File: src/rtl/cal_btn_pulse.sv
// cal_btn_pulse: input conditioning for the calculator FSM.
// Synchronizes, debounces and edge-converts the raw "+" and "-" buttons into
// single-clock pulses on in1 / in2. "+" wins when both fire on the same cycle.
// Optional auto-repeat while a button is held: define CAL_BTN_REPEAT_EN.
module cal_btn_pulse #(
    parameter int SAMPLE_DIV = 100000,
    parameter int DB_DEPTH   = 4,
    parameter int CNT_W      = 17
`ifdef CAL_BTN_REPEAT_EN
    ,
    parameter int REPEAT_DLY = 500,
    parameter int REPEAT_PER = 200
`endif
) (
    input  logic clk,
    input  logic rst_n,
    input  logic btn_add_raw,
    input  logic btn_sub_raw,
    output logic in1,
    output logic in2,
    output logic add_level,
    output logic sub_level,
    output logic tick
);

    typedef enum logic [1:0] {IDLE, FIRE, HELD} state_t;

    // Channel index: 0 is "+", 1 is "-". Channel 0 has priority.
    localparam int ADD = 0;
    localparam int SUB = 1;

    logic [1:0]                sync1;
    logic [1:0]                sync2;
    logic [CNT_W-1:0]          cnt;
    logic                      tick_q;
    logic [1:0][DB_DEPTH-1:0]  sr;
    logic [1:0][DB_DEPTH-1:0]  sr_next;
    logic [1:0]                level;
    logic [1:0]                level_next;
    logic [1:0]                pulse;
    logic [1:0]                fire_req;
    logic [1:0]                fire_ok;
    state_t                    state [2];

`ifdef CAL_BTN_REPEAT_EN
    localparam int REP_MAX = (REPEAT_DLY > REPEAT_PER) ? REPEAT_DLY : REPEAT_PER;
    localparam int REP_W   = $clog2(REP_MAX + 1);

    logic [REP_W-1:0] rep_cnt [2];
    logic [1:0]       rep_first;
    logic [1:0]       rep_due;

    // A held channel is due to re-fire once it has seen the initial delay,
    // and afterwards every repeat period.
    always_comb begin
        rep_due = '0;
        for (int i = 0; i < 2; i++) begin
            rep_due[i] = (rep_cnt[i] == (rep_first[i] ? REP_W'(REPEAT_DLY)
                                                      : REP_W'(REPEAT_PER)));
        end
    end
`endif

    // Two-flop synchronizer per button; only the second stage is used.
    // NOTE: asynchronous reset belongs in the sensitivity list, and sequential
    // state is always written with <= so every flop samples pre-edge values.
    always_ff @(posedge clk or negedge rst_n) begin
        if (!rst_n) begin
            sync1 <= '0;
            sync2 <= '0;
        end else begin
            sync1 <= {btn_sub_raw, btn_add_raw};
            sync2 <= sync1;
        end
    end

    // Sample-tick divider; tick is registered so it is high while cnt == SAMPLE_DIV-1.
    always_ff @(posedge clk or negedge rst_n) begin
        if (!rst_n) begin
            cnt    <= '0;
            tick_q <= 1'b0;
        end else begin
            cnt    <= (cnt == CNT_W'(SAMPLE_DIV - 1)) ? '0 : cnt + 1'b1;
            tick_q <= (cnt == CNT_W'(SAMPLE_DIV - 2));
        end
    end

    // Next shift-register contents, next debounced level and pulse arbitration.
    // NOTE: every output of this block gets a default first so no latch is inferred.
    always_comb begin
        sr_next    = sr;
        level_next = level;
        fire_req   = '0;
        for (int i = 0; i < 2; i++) begin
            if (tick_q) begin
                sr_next[i] = {sr[i][DB_DEPTH-2:0], sync2[i]};
            end
            if (&sr_next[i]) begin
                level_next[i] = 1'b1;
            end else if (~|sr_next[i]) begin
                level_next[i] = 1'b0;
            end
            case (state[i])
                IDLE:    fire_req[i] = level[i];
`ifdef CAL_BTN_REPEAT_EN
                HELD:    fire_req[i] = level[i] && rep_due[i];
`endif
                default: fire_req[i] = 1'b0;
            endcase
        end
        // "-" may only fire on a cycle where "+" does not.
        fire_ok[ADD] = fire_req[ADD];
        fire_ok[SUB] = fire_req[SUB] && !fire_req[ADD];
    end

    // Debounce shift registers and the debounced levels.
    always_ff @(posedge clk or negedge rst_n) begin
        if (!rst_n) begin
            sr    <= '0;
            level <= '0;
        end else begin
            sr    <= sr_next;
            level <= level_next;
        end
    end

    // Per-channel IDLE/FIRE/HELD FSM with the pulse registered alongside the state.
    always_ff @(posedge clk or negedge rst_n) begin
        if (!rst_n) begin
            state[ADD] <= IDLE;
            state[SUB] <= IDLE;
            pulse      <= '0;
        end else begin
            for (int i = 0; i < 2; i++) begin
                pulse[i] <= 1'b0;
                case (state[i])
                    IDLE: begin
                        if (level[i]) begin
                            // A losing channel skips FIRE so that press never pulses.
                            if (fire_ok[i]) begin
                                state[i] <= FIRE;
                                pulse[i] <= 1'b1;
                            end else begin
                                state[i] <= HELD;
                            end
                        end
                    end
                    FIRE: state[i] <= HELD;
                    HELD: begin
                        if (!level[i]) begin
                            state[i] <= IDLE;
                        end else if (fire_ok[i]) begin
                            state[i] <= FIRE;
                            pulse[i] <= 1'b1;
                        end
                    end
                    default: state[i] <= IDLE;
                endcase
            end
        end
    end

`ifdef CAL_BTN_REPEAT_EN
    // Repeat tick counters: run only in HELD, restart on every (granted or dropped) repeat.
    always_ff @(posedge clk or negedge rst_n) begin
        if (!rst_n) begin
            rep_cnt[ADD] <= '0;
            rep_cnt[SUB] <= '0;
            rep_first    <= '1;
        end else begin
            for (int i = 0; i < 2; i++) begin
                case (state[i])
                    IDLE: begin
                        rep_cnt[i]   <= '0;
                        rep_first[i] <= 1'b1;
                    end
                    HELD: begin
                        if (fire_req[i]) begin
                            rep_cnt[i]   <= '0;
                            rep_first[i] <= 1'b0;
                        end else if (tick_q) begin
                            rep_cnt[i] <= rep_cnt[i] + 1'b1;
                        end
                    end
                    default: rep_cnt[i] <= '0;
                endcase
            end
        end
    end
`endif

    assign in1       = pulse[ADD];
    assign in2       = pulse[SUB];
    assign add_level = level[ADD];
    assign sub_level = level[SUB];
    assign tick      = tick_q;

endmodule

File: config.mk
export PLATFORM = sky130hd
export DESIGN_NAME = cal_btn_pulse
export DESIGN_NICKNAME = d
export VERILOG_FILES = /design/src/rtl/cal_btn_pulse.sv
export SDC_FILE = /design/constraint.sdc
export NUM_CORES = 1
export LEC_CHECK = 0
export BUFFER_PORTS_ARGS = -buffer_cell sky130_fd_sc_hd__buf_2
export CAP_MARGIN = 40
export CORE_ASPECT_RATIO = 0.8
export CORE_MARGIN = 2
export CORE_UTILIZATION = 30
export DETAILED_ROUTE_END_ITERATION = 8
export GPL_TIMING_DRIVEN = 0
export SYNTH_ARGS = -nofsm -noshare
export SYNTH_HDL_FRONTEND = slang
export SYNTH_SLANG_ARGS = --single-unit
export TNS_END_PERCENT = 5
File: constraint.sdc
create_clock -name clk -period 2.5 [get_ports clk]
set_input_delay 0.25 -clock clk [delete_from_list [all_inputs] [get_ports clk]]
set_output_delay 0.25 -clock clk [all_outputs]
set_load 0.02 [all_outputs]
; Yosys cells after proc, flatten, opt, wreduce, memory -nomap -nowiden
; Cells that the tools add are included.
[classes]
eq_ne = 12
n_reduce_logical = 12
n_mux = 25
add_sub_neg = 1
[op_table]
columns = operator, count
row1 = "equality test 17 bit, second input constant", 2
row2 = "adder 17 x 1 -> 17 bit, second input constant", 1
row3 = 2-to-1 mux 17 bit, 1
row4 = 2-to-1 mux 2 bit, 8
row5 = 2-to-1 mux 1 bit, 12
row6 = one-hot mux 2 bit (3 select lines), 2
row7 = 2-to-1 mux 4 bit, 2
row8 = "inequality test 2 bit, second input constant", 4
row9 = AND reduction 4 bit, 2
row10 = OR reduction 4 bit, 2
row11 = "inequality test 3 bit, second input constant", 2
row12 = "equality test 2 x 1 -> 1 bit, second input constant", 2
row13 = "equality test 2 bit, second input constant", 2
row14 = zero test 2 bit, 2
row15 = AND reduction 2 bit, 2
row16 = OR reduction 2 bit, 2
row17 = logical AND 1 bit, 1
row18 = zero test 1 bit, 1
[word_totals]
wordCells = 61
in_bits = 4
out_inout_bits = 5
reg_bits = 38

; Depth between registers and ports, before layout
; Gate-level depths: netlist of run 1.
[logic_depth]
depth_word = 7
depth_mapped = 5
depth_no_buf = 5

; Least setup slack after synthesis of run 1
; Ideal clock, no wire load.
[synth_timing]
path_kind = reg-to-reg
startpoint = register tick_q, in the netlist tick
endpoint = register level[0]
t_arrival_ps = 1542
setup_ps = 121
period_less_slack_ps = 1663
slack_ps = 837
required_ps = 2379
stages_incl_launch_ff = 6
n_path_buf = 1
path_cell_list = dfrtp_1 -> buf_2 -> mux2_2 -> or3_1 -> a21oi_1 -> nor2_1
[synth_rtl]
columns = item, line_no
row1 = "start, declared", 35  ; logic tick_q;
row2 = "start signal, assigned", 84  ; tick_q <= (cnt == CNT_W'(SAMPLE_DIV - 2));
row3 = "end signal, assigned", 123  ; level <= level_next;
row4 = "end, declared", 38  ; logic [1:0] level;

; Worst setup path in the final report of run 1
[layout_timing]
startpoint = register cnt[13]
endpoint = register cnt[16]
[layout_between]
elab_chain_cells = 2
elab_cells_between_ends = 3
classes_between = add/sub: 1 / eq/ne: 1 / mux: 1
[layout_lines]
columns = item, line_no
row1 = "start, declared", 34  ; logic [CNT_W-1:0] cnt;
row2 = "start signal, assigned", 83  ; cnt <= (cnt == CNT_W'(SAMPLE_DIV - 1)) ? '0 : cnt + 1'b1;
row3 = adder 17 x 1 -> 17 bit or equality test 17 bit (tied branches), 83
row4 = 2-to-1 mux 17 bit *, 83
; Every way passes the cells marked *; elsewhere a longest branch is shown, timed or not.
; A chain may end at the register's enable or synchronous reset.

==> results of run 1 <==
==> state kept, by name, indices dropped and copies added (netlist names) <==
signal and cells:
cnt 17, level 2, pulse 2, sr 8, state 4, sync1 2, sync2 2, tick 1
==> final cells by class <==
class                      instances  share of cell area [%]
sequential                        38                   53.48
multi-input combinational         81                   32.23
buffer                             1                  0.2815
clock inverter                     1                   1.689
inverter                           5                   1.056
timing repair buffer               8                   2.252
tap                               62                   4.363
clock buffer                       6                   4.645
==> cells by family (layout without fill, tap and decap cells) <==
kind of cell,Yosys count,in the layout,synth area share [%]
xor gates and xnor gates,14,14,7.923
buffers and inverters,6,21,1.536
muxes,9,9,6.468
and+or+nand+nor,48,48,18.27
DFF,38,38,61.44
adders and majority gates,2,2,1.617
AOI/OAI and AO/OA,8,8,2.748
==> routing by layer <==
layer  part of all wire, %  GRT usage [%]  vias to the layer above
met5                     0              0                        -
met4                   2.5          6.855                        0
met3                   4.2          3.860                        8
met2                    47          17.26                       13
met1                    46          12.46                      485
li1                      -              -                      471
==> power groups by stage <==
stage	logic (mW)	clock network (mW)	registers, mW
floorplan	0.0000251	0	0.630
global placement	0.0136	0	0.630
detailed placement	0.0142	0	0.630
CTS	0.0141	0.539	0.618
global route	0.0158	0.564	0.618
finish	0.0129	0.514	0.619
==> final timing paths <==
| path | startpoint | end | slack (ns) | cells after the start |
|---|---|---|---|---|
| hold reg to reg | sync1[0]$_DFF_PN0_ | sync2[0]$_DFF_PN0_ | 0.35 | 0 |
| setup reg to reg | cnt[13]$_DFF_PN0_ | cnt[16]$_DFF_PN0_ | 0.77 | 3 |
| setup / recovery | cnt[13]$_DFF_PN0_ | cnt[16]$_DFF_PN0_ | 0.77 | 3 |
| min in group clk | btn_sub_raw | sync1[1]$_DFF_PN0_ | 0.07 | 1 |
| hold / removal | rst_n | state[3]$_DFFE_PN0P_ | 0.04 | 1 |
| max in group asynchronous | rst_n | cnt[2]$_DFF_PN0_ | 1.94 | 1 |
==> layout by cell type (no fill, tap or decap) <==
cell type	n
xnor2_1	7
a21oi_1	3
xor2_1	7
nor3_1	2
nor4b_1	3
nand4_1	7
nor4_4	1
or3_4	1
or3_1	3
nor4_1	4
bufinv_16	1
clkbuf_8	6
buf_2	9
ha_1	2
nand3_1	6
and3_1	1
o21ai_0	3
nor2_1	14
mux2i_1	1
dfrtp_1	38
or4_4	1
nand2_1	3
inv_1	5
a31oi_1	2
nor3b_1	2
mux2_2	8
==> summary.md, run 1 <==
| Metric | Value |
|---|---|
| Post-Synthesis Cell Area | `1548 um2` |
| Critical path arrival | `1.88 ns` |
| Min-delay worst type | `in -> async` |
| Die area | `5753 um2` |
| Relative slew slack | `46.99%` |
| WL final | `2.567 mm` |
| Sequential Power Share | `54.0%` |
| CTS Hold Bufs | `0` |
| Final Cycle Share | `69.37%` |
| Most common cell in the netlist | `dfrtp_1` |
| Remaining DRCs | `0` |
| RSZ-0062 raised after global routing | `false` |
| Clk pin slew, worst setup/hold paths | `0.07 ns` |
| Critical Path Fanout Max | `9` |
| Final core utilization | `35.71%` |
| Area Growth Syn to Fin | `14.88%` |
| Total track usage | `10.75%` |
| RD Place Congestion | `0.7988` |
| Setup slack after layout | `0.7658 ns` |
| Post-synth top area cell | `dfrtp_1` |
| Fmax | `0.5766 GHz` |
| # IOs | `9` |
| Routed vias | `977` |
| Synth top cells by count | `dfrtp_1, nor2_1, mux2_2` |
| Gate power share | `1.1%` |
| Pwr Density | `644.4 nW/um2` |
| Core area | `4979 um2` |
| Netlist cell types | `24` |
| Post-DP Area | `1665 um2` |
| Initial antenna violation count | `0` |
| Worst endpoint required time | `2.65 ns` |
| Finished Cell Area | `1778 um2` |
| Sequential share of the synthesized area | `61.44%` |
| Post-synthesis register bit count | `38` |
| Async set or reset register ratio after synthesis | `100.0%` |
| Startpoint Class | `flip-flop` |
| Clock root cell | `clkbuf_8` |
| Post-Place Cells | `195` |
| Buf/Inv on CP | `0` |
| Delay-heaviest family, CP | `simple AND/OR/NAND/NOR gates` |
| Row cnt | `23` |
| Final Critical Period | `1.734 ns` |
| Share of cells above drive strength 1 | `19.29%` |
| Final setup fails | `0` |
| Chip height | `68.25 um` |
| Final hold vios | `0` |
| DR pass1 iterations | `4` |
| Initial core utilization | `31.09%` |
| Fin. max-slew vios | `0` |
| Final #Nets | `146` |
| Cell count after synthesis | `125` |
| Sink Count | `38` |
| First-pass GRT wire length | `4.643 mm` |
| Post-CTS Resized | `0` |
| MaxCap Viol Count | `0` |
| Setup WS pre-CTS | `0.7469 ns` |
| Htree depth | `2` |
| Antenna viol nets, final | `0` |
| Slowest CP cell | `or4_4` |
| # fillers | `493` |
| Worst-Skew Late Latency | `0.28 ns` |
| Post-layout power | `1.146 mW` |
| Slew @ Worst Pin | `0.7952 ns` |
| Mean Syn Cell Area | `12.38 um2` |
| Register Area | `950.9 um2` |
| Clk network pwr share | `44.9%` |
| Sw power | `207.3 uW` |
| Post-Route Setup TNS | `0 ns` |
| GR Overflow Total | `0` |
| Crit path cell chain | `or4_4 -> nor4_4 -> nor2_1` |
| Post-synth EDFFs | `0` |
| Dpl hpwl | `1.819 mm` |
| Critical path's largest stage delay | `0.57 ns` |
| PortBufs | `8` |
| Cell internal pwr | `938.4 uW` |
| Sw Share | `18.09%` |
| Post-synth top area share | `61.44%` |
| Die Wd | `84.31 um` |
| Crit Path Class | `reg -> reg` |
| Synth Net Count | `131` |
| Post-CTS setup buffer count | `0` |
| DR iter-0 viols | `31` |
| Maximum clock path buffer count | `2` |
| Outcome | `completed` |
| Final hold slack | `0.04383 ns` |
| Diode count | `0` |
| TritonCTS Buffers | `5` |
| CTS tree | `yes` |
| Peak supply drop | `0.2228 mV` |
| Main synth FF type | `dfrtp_1` |
| Non-filler cells, final | `202` |
| Synth top area cells | `dfrtp_1, mux2_2, xnor2_1` |
| Routed length per instance | `12.71 um` |
| Vias in the first global route | `1021` |
| Vias/cell | `4.837` |
| Largest net degree at the start of global routing | `39` |
| Synth warn | `0` |
| Clock skew | `0.004741 ns` |
| Setup crit end kind | `flip-flop` |
| Leakage Power | `0.8502 nW` |
| Multi-input logic area | `573.1 um2` |
Note: power is estimated with default switching activity, not from simulation.
==> inputs of run 2 (changes only) <==
clock period = 1.79 ns   (was 2.5 ns; I/O delays follow)
==> summary.md, run 2 (synthesized netlist as in run 1, its figures left out) <==
| Metric | Value |
|---|---|
| Slew @ Worst Pin | `0.7943 ns (was 0.7952 ns)` |
| Setup crit end kind | `flip-flop (unchanged)` |
| TritonCTS Buffers | `5 (unchanged)` |
| Vias/cell | `4.893 (was 4.837)` |
| Setup slack, reg-to-reg | `0.16 ns (was 0.77 ns)` |
| Worst endpoint required time | `1.96 ns (was 2.65 ns)` |
| Final #Nets | `150 (was 146)` |
| DR pass1 iterations | `4 (unchanged)` |
| Critical path arrival | `1.80 ns (was 1.88 ns)` |
| Critical Path Fanout Max | `8 (was 9)` |
| Delay-heaviest family, CP | `simple AND/OR/NAND/NOR gates (unchanged)` |
| WL final | `2.591 mm (was 2.567 mm)` |
| # fillers | `494 (was 493)` |
| Leakage Power | `0.8695 nW (was 0.8502 nW)` |
| Chip height | `68.25 um (unchanged)` |
| Relative slew slack | `47.05% (was 46.99%)` |
| Finished Cell Area | `1813 um2 (was 1778 um2)` |
| Final Cycle Share | `90.94% (was 69.37%)` |
| Pwr Density | `884.8 nW/um2 (was 644.4 nW/um2)` |
| Vias in the first global route | `1026 (was 1021)` |
| Core area | `4979 um2 (unchanged)` |
| Final hold vios | `38 (was 0)` |
| Initial core utilization | `31.09% (unchanged)` |
| Failing checks | `negative hold slack` |
| Crit path cell chain | `buf_2 -> mux2_2 -> or3_1 -> a21oi_1 -> nor2_1 (was or4_4 -> nor4_4 -> nor2_1)` |
| Startpoint Class | `flip-flop (unchanged)` |
| Routed vias | `1008 (was 977)` |
| R2R depth | `5 (was 3)` |
| PortBufs | `8 (unchanged)` |
| Dpl hpwl | `1.819 mm (unchanged)` |
| Area Growth Syn to Fin | `17.14% (was 14.88%)` |
| Total track usage | `10.77% (was 10.75%)` |
| Setup WS pre-CTS | `0.03685 ns (was 0.7469 ns)` |
| Worst-Skew Late Latency | `0.28 ns (about the same)` |
| Clock root cell | `clkbuf_8 (unchanged)` |
| Reg-to-Reg Start | `tick$_DFF_PN0_ (was cnt[13]$_DFF_PN0_)` |
| Clk pin slew, worst setup/hold paths | `0.07 ns (about the same)` |
| DR iter-0 viols | `28 (was 31)` |
| Htree depth | `2 (unchanged)` |
| Most common cell after layout, fill and taps aside | `dfrtp_1 (unchanged)` |
| Maximum clock path buffer count | `2 (unchanged)` |
| Post-Place Cells | `195 (unchanged)` |
| Largest net degree at the start of global routing | `39 (unchanged)` |
| GR Overflow Total | `0 (unchanged)` |
| Remaining DRCs | `0 (unchanged)` |
| Final Critical Period | `1.628 ns (was 1.734 ns)` |
| Die area | `5753 um2 (unchanged)` |
| First-pass GRT wire length | `4.657 mm (was 4.643 mm)` |
| Initial antenna violation count | `0 (unchanged)` |
| Setup slack after layout | `0.1623 ns (was 0.7658 ns)` |
| Non-filler cells, final | `206 (was 202)` |
| Antenna viol nets, final | `0 (unchanged)` |
| # IOs | `9 (unchanged)` |
| Routed length per instance | `12.58 um (was 12.71 um)` |
| Largest Register | `cnt (unchanged)` |
| Clock skew | `0.004722 ns (was 0.004741 ns)` |
| RR Endpoint | `level[1]$_DFFE_PN0P_ (was cnt[16]$_DFF_PN0_)` |
| Fin. max-slew vios | `0 (unchanged)` |
| CTS tree | `yes (unchanged)` |
| Critical path's largest stage delay | `0.38 ns (was 0.57 ns)` |
| Final setup fails | `0 (unchanged)` |
| Final hold slack | `-0.02811 ns (was 0.04383 ns)` |
| MaxCap Viol Count | `0 (unchanged)` |
| Buf/Inv on CP | `1 (was 0)` |
| Crit Path Class | `reg -> reg (unchanged)` |
| Outcome | `finished with violations (was completed)` |
| Slowest CP cell | `mux2_2 (was or4_4)` |
| Biggest regs | `cnt x17, sr x8, state x4 (unchanged)` |
| Post-Route Setup TNS | `0 ns (unchanged)` |
| Commonest cells after routing, fill and taps aside | `dfrtp_1, nor2_1, buf_2, mux2_2 (unchanged)` |
| Fmax | `0.6143 GHz (was 0.5766 GHz)` |
| Sink Count | `38 (unchanged)` |
| Post-DP Area | `1665 um2 (unchanged)` |
| RD Place Congestion | `0.7988 (unchanged)` |
| Post-layout power | `1.604 mW (was 1.146 mW)` |
| Diode count | `0 (unchanged)` |
| Die Wd | `84.31 um (unchanged)` |
| Min-delay worst type | `in -> async (unchanged)` |
| Peak supply drop | `0.3112 mV (was 0.2228 mV)` |
| Largest register FFs | `17 (unchanged)` |
| Share of cells above drive strength 1 | `20.14% (was 19.29%)` |
| Worst path depth | `5 (was 3)` |
| Row cnt | `23 (unchanged)` |
==> run 2: cell types whose count changed in the layout (fill, tap and decap cells not counted), sizes merged <==
cell and change:
buf +2, dlygate4sd3 +2
==> run 2: through the flow <==
stage / util (%) / hold WS, ns
global placement: 33.45 / 0.2918
detailed placement: 33.45 / 0.2884
global route: 36.42 / 0.03845
finish: 36.42 / -0.02811
floorplan: - / -0.1166
CTS: 36.11 / 0.0004817
==> run 2: repair_timing <==
action,in CTS,in global routing
setup buffers,0,2
hold buffers,2,0
endpoints found under the hold margin,2,0
setup endpoints to repair,0,9
gates resized for setup,0,0
==> run 2: report_power, final <==
part | leakage (nW) | switching (mW) | internal, mW | total, mW
clock | 0.0573 | 0.273 | 0.445 | 0.719
sequential | 0.507 | 0.000992 | 0.863 | 0.864
combinational | 0.305 | 0.0162 | 0.00514 | 0.0213
total | 0.869 | 0.291 | 1.31 | 1.60
==> run 2: routing by layer <==
metal / vias up / global-route usage (%) / wire length (um)
li1: 479 / - / -
met1: 492 / 12.54 / 1185
met2: 27 / 17.26 / 1206
met3: 10 / 3.860 / 132
met4: 0 / 6.855 / 68
met5: - / 0 / 0
==> run 2: layout make-up <==
cell class,count,area [um2],area share [%]
Clock inverter,1,30.03,1.656
Tap cell,62,77.57,4.279
Inverter,5,18.77,1.035
Buffer,1,5.005,0.2761
Multi-Input combinational cell,81,573.1,31.61
Clock buffer,6,82.58,4.555
Sequential cell,38,950.9,52.45
Timing Repair Buffer,12,75.07,4.141
==> run 2: worst max path at each step <==
| stage | from | endpoint | slack [ns] |
|---|---|---|---|
| after floorplan | tick$_DFF_PN0_ | level[0]$_DFFE_PN0P_ | 0.13 |
| after global placement | cnt[13]$_DFF_PN0_ | cnt[15]$_DFF_PN0_ | 0.09 |
| after detailed placement | cnt[13]$_DFF_PN0_ | cnt[16]$_DFF_PN0_ | 0.04 |
| after CTS | cnt[13]$_DFF_PN0_ | cnt[16]$_DFF_PN0_ | 0.03 |
| after global routing | cnt[14]$_DFF_PN0_ | cnt[9]$_DFF_PN0_ | -0.0001 |
| final | tick$_DFF_PN0_ | level[1]$_DFFE_PN0P_ | 0.16 |
==> inputs of run 3 (changes only) <==
GPL_TIMING_DRIVEN = 1   (was 0)
==> summary.md, run 3 (synthesized netlist as in run 1, its figures left out) <==
| Metric | Value |
|---|---|
| Met3 usage | `3.619% (was 3.860%)` |
| Fin. max-slew vios | `0 (unchanged)` |
| DR pass1 iterations | `4 (unchanged)` |
| Sw power | `300.9 uW (was 290.6 uW)` |
| Slowest CP cell | `dfrtp_1 (was mux2_2)` |
| Slew @ Worst Pin | `0.5045 ns (was 0.7943 ns)` |
| Post-Route Setup TNS | `0 ns (unchanged)` |
| Htree depth | `2 (unchanged)` |
| Vias/cell | `4.798 (was 4.893)` |
| Post-layout power | `1.434 mW (was 1.604 mW)` |
| Die Wd | `84.31 um (unchanged)` |
| Post-CTS setup buffer count | `0 (unchanged)` |
| Final #Nets | `152 (was 150)` |
| Grt met2 use | `16.27% (was 17.26%)` |
| Crit path cell chain | `mux2_2 -> or3_1 -> a21oi_1 -> nor2_1 (was buf_2 -> mux2_2 -> or3_1 -> a21oi_1 -> nor2_1)` |
| TritonCTS Buffers | `5 (unchanged)` |
| Dpl hpwl | `1.862 mm (was 1.819 mm)` |
| Remaining DRCs | `0 (unchanged)` |
| Biggest regs | `cnt x17, sr x8, state x4 (unchanged)` |
| Final hold vios | `0 (was 38)` |
| Vias in the first global route | `1006 (was 1026)` |
| Met1 Use GR | `12.59% (was 12.54%)` |
| Startpoint Class | `flip-flop (unchanged)` |
| Reg-to-Reg Start | `tick$_DFF_PN0_ (unchanged)` |
| Clk network pwr share | `37.9% (was 44.8%)` |
| Final Cycle Share | `90.96% (was 90.94%)` |
| Relative slew slack | `66.37% (was 47.05%)` |
| Sw Share | `20.98% (was 18.12%)` |
| Clock skew | `0.002957 ns (was 0.004722 ns)` |
| Row cnt | `23 (unchanged)` |
| Setup crit end kind | `flip-flop (unchanged)` |
| Crit Path Class | `reg -> reg (unchanged)` |
| Critical Path Fanout Max | `9 (was 8)` |
| Die area | `5753 um2 (unchanged)` |
| Worst-Skew Late Latency | `0.28 ns (about the same)` |
| Buf/Inv on CP | `0 (was 1)` |
| Critical path arrival | `1.80 ns (about the same)` |
| Final Critical Period | `1.628 ns (about the same)` |
| Delay-heaviest family, CP | `flip-flops (was simple AND/OR/NAND/NOR gates)` |
| Initial antenna violation count | `0 (unchanged)` |
| Outcome | `completed (was finished with violations)` |
| Area Growth Syn to Fin | `16.25% (was 17.14%)` |
| Worst path depth | `4 (was 5)` |
| Min-delay src | `sync1[1]$_DFF_PN0_` |
| Sequential Power Share | `60.2% (was 53.9%)` |
| Routed vias | `998 (was 1008)` |
| Most common cell after layout, fill and taps aside | `dfrtp_1 (unchanged)` |
| Worst endpoint required time | `1.96 ns (about the same)` |
| Critical path's largest stage delay | `0.55 ns (was 0.38 ns)` |
| Cell internal pwr | `1.133 mW (was 1.313 mW)` |
| GR Overflow Total | `0 (unchanged)` |
| RR Endpoint | `level[1]$_DFFE_PN0P_ (unchanged)` |
| # IOs | `9 (unchanged)` |
| Leakage Power | `0.8641 nW (was 0.8695 nW)` |
| PortBufs | `8 (unchanged)` |
| RD Place Congestion | `0.7916 (was 0.7988)` |
| Setup slack after layout | `0.1619 ns (was 0.1623 ns)` |
| MaxCap Viol Count | `0 (unchanged)` |
| Min-delay worst type | `reg -> reg (was in -> async)` |
| CTS tree | `yes (unchanged)` |
| Core area | `4979 um2 (unchanged)` |
| Largest register FFs | `17 (unchanged)` |
| Initial core utilization | `31.09% (unchanged)` |
| Diode count | `0 (unchanged)` |
| DR iter-0 viols | `43 (was 28)` |
| RSZ-0062 raised after global routing | `false` |
| Clk pin slew, worst setup/hold paths | `0.07 ns (about the same)` |
| Worst Setup SP | `tick$_DFF_PN0_ (unchanged)` |
| Share of cells above drive strength 1 | `20.55% (was 20.14%)` |
| Antenna viol nets, final | `0 (unchanged)` |
| R2R depth | `4 (was 5)` |
| First-pass GRT wire length | `4.505 mm (was 4.657 mm)` |
| Clock root cell | `clkbuf_8 (unchanged)` |
| Maximum clock path buffer count | `2 (unchanged)` |
| Largest net degree at the start of global routing | `25 (was 39)` |
| Commonest cells after routing, fill and taps aside | `dfrtp_1, nor2_1, mux2_2, buf_2 (was dfrtp_1, nor2_1, buf_2, mux2_2)` |
| WL final | `2.545 mm (was 2.591 mm)` |
| Chip height | `68.25 um (unchanged)` |
| Sink Count | `38 (unchanged)` |
| Gr busiest metal | `met2 (unchanged)` |
| Worst setup endpoint | `level[1]$_DFFE_PN0P_ (unchanged)` |
| Routed length per instance | `12.24 um (was 12.58 um)` |
| Peak supply drop | `0.3454 mV (was 0.3112 mV)` |
| Gate power share | `1.8% (was 1.3%)` |
| Largest Register | `cnt (unchanged)` |
| Final setup fails | `0 (unchanged)` |
| Total track usage | `10.21% (was 10.77%)` |
| Pwr Density | `797.1 nW/um2 (was 884.8 nW/um2)` |
| Setup slack, reg-to-reg | `0.16 ns (about the same)` |
| Setup WS pre-CTS | `0.1519 ns (was 0.03685 ns)` |
| Fmax | `0.6142 GHz (was 0.6143 GHz)` |
-- run 3: how the worst min path moves through the flow --
stage / endpoint / slack, ns / depth (start not counted)
floorplan: cnt[0]$_DFF_PN0_ / -0.12 / 0
global placement: state[3]$_DFFE_PN0P_ / 0.17 / 1
detailed placement: pulse[0]$_DFF_PN0_ / 0.19 / 1
CTS: sync2[1]$_DFF_PN0_ / 0.36 / 0
global route: sync2[1]$_DFF_PN0_ / 0.37 / 0
finish: sync2[1]$_DFF_PN0_ / 0.35 / 0
-- run 3: power by group through the flow --
stage,combinational (mW),sequential (mW),clock [mW]
global placement,0.0226,0.880,0
global route,0.0320,0.864,0.613
floorplan,0.0000349,0.880,0
CTS,0.0285,0.864,0.566
finish,0.0264,0.864,0.544
detailed placement,0.0234,0.880,0
-- run 3: layout make-up --
type	count	area, um2
fillers	486	3179
flip-flops and latches	38	950.9
multi-input cells	81	573.1
repair buffers	15	100.1
well taps	62	77.57
clock buffers	5	68.82
inverters	5	18.77
clock inverters	2	10.01
-- run 3: metal layers --
metal	up-vias	share of wire (%)
li1	481	-
met1	489	50
met2	22	44
met3	6	4.4
met4	0	1.5
met5	-	0
-- run 3: what timing repair did --
item,CTS,global route
hold endpoints to repair,24,0
gates resized for setup,0,0
hold buffers,3,0
-- run 3: through the flow --
step / std cells / hold WS [ns] / instance area, um2 / util [%]
finish: 208 / 0.3542 / 1799 / 36.14
global route: 208 / 0.3651 / 1799 / 36.14
CTS: 208 / 0.3555 / 1799 / 36.14
detailed placement: 198 / 0.1868 / 1690 / 33.95
global placement: 198 / 0.1719 / 1690 / 33.95
floorplan: 125 / -0.1166 / 1548 / -
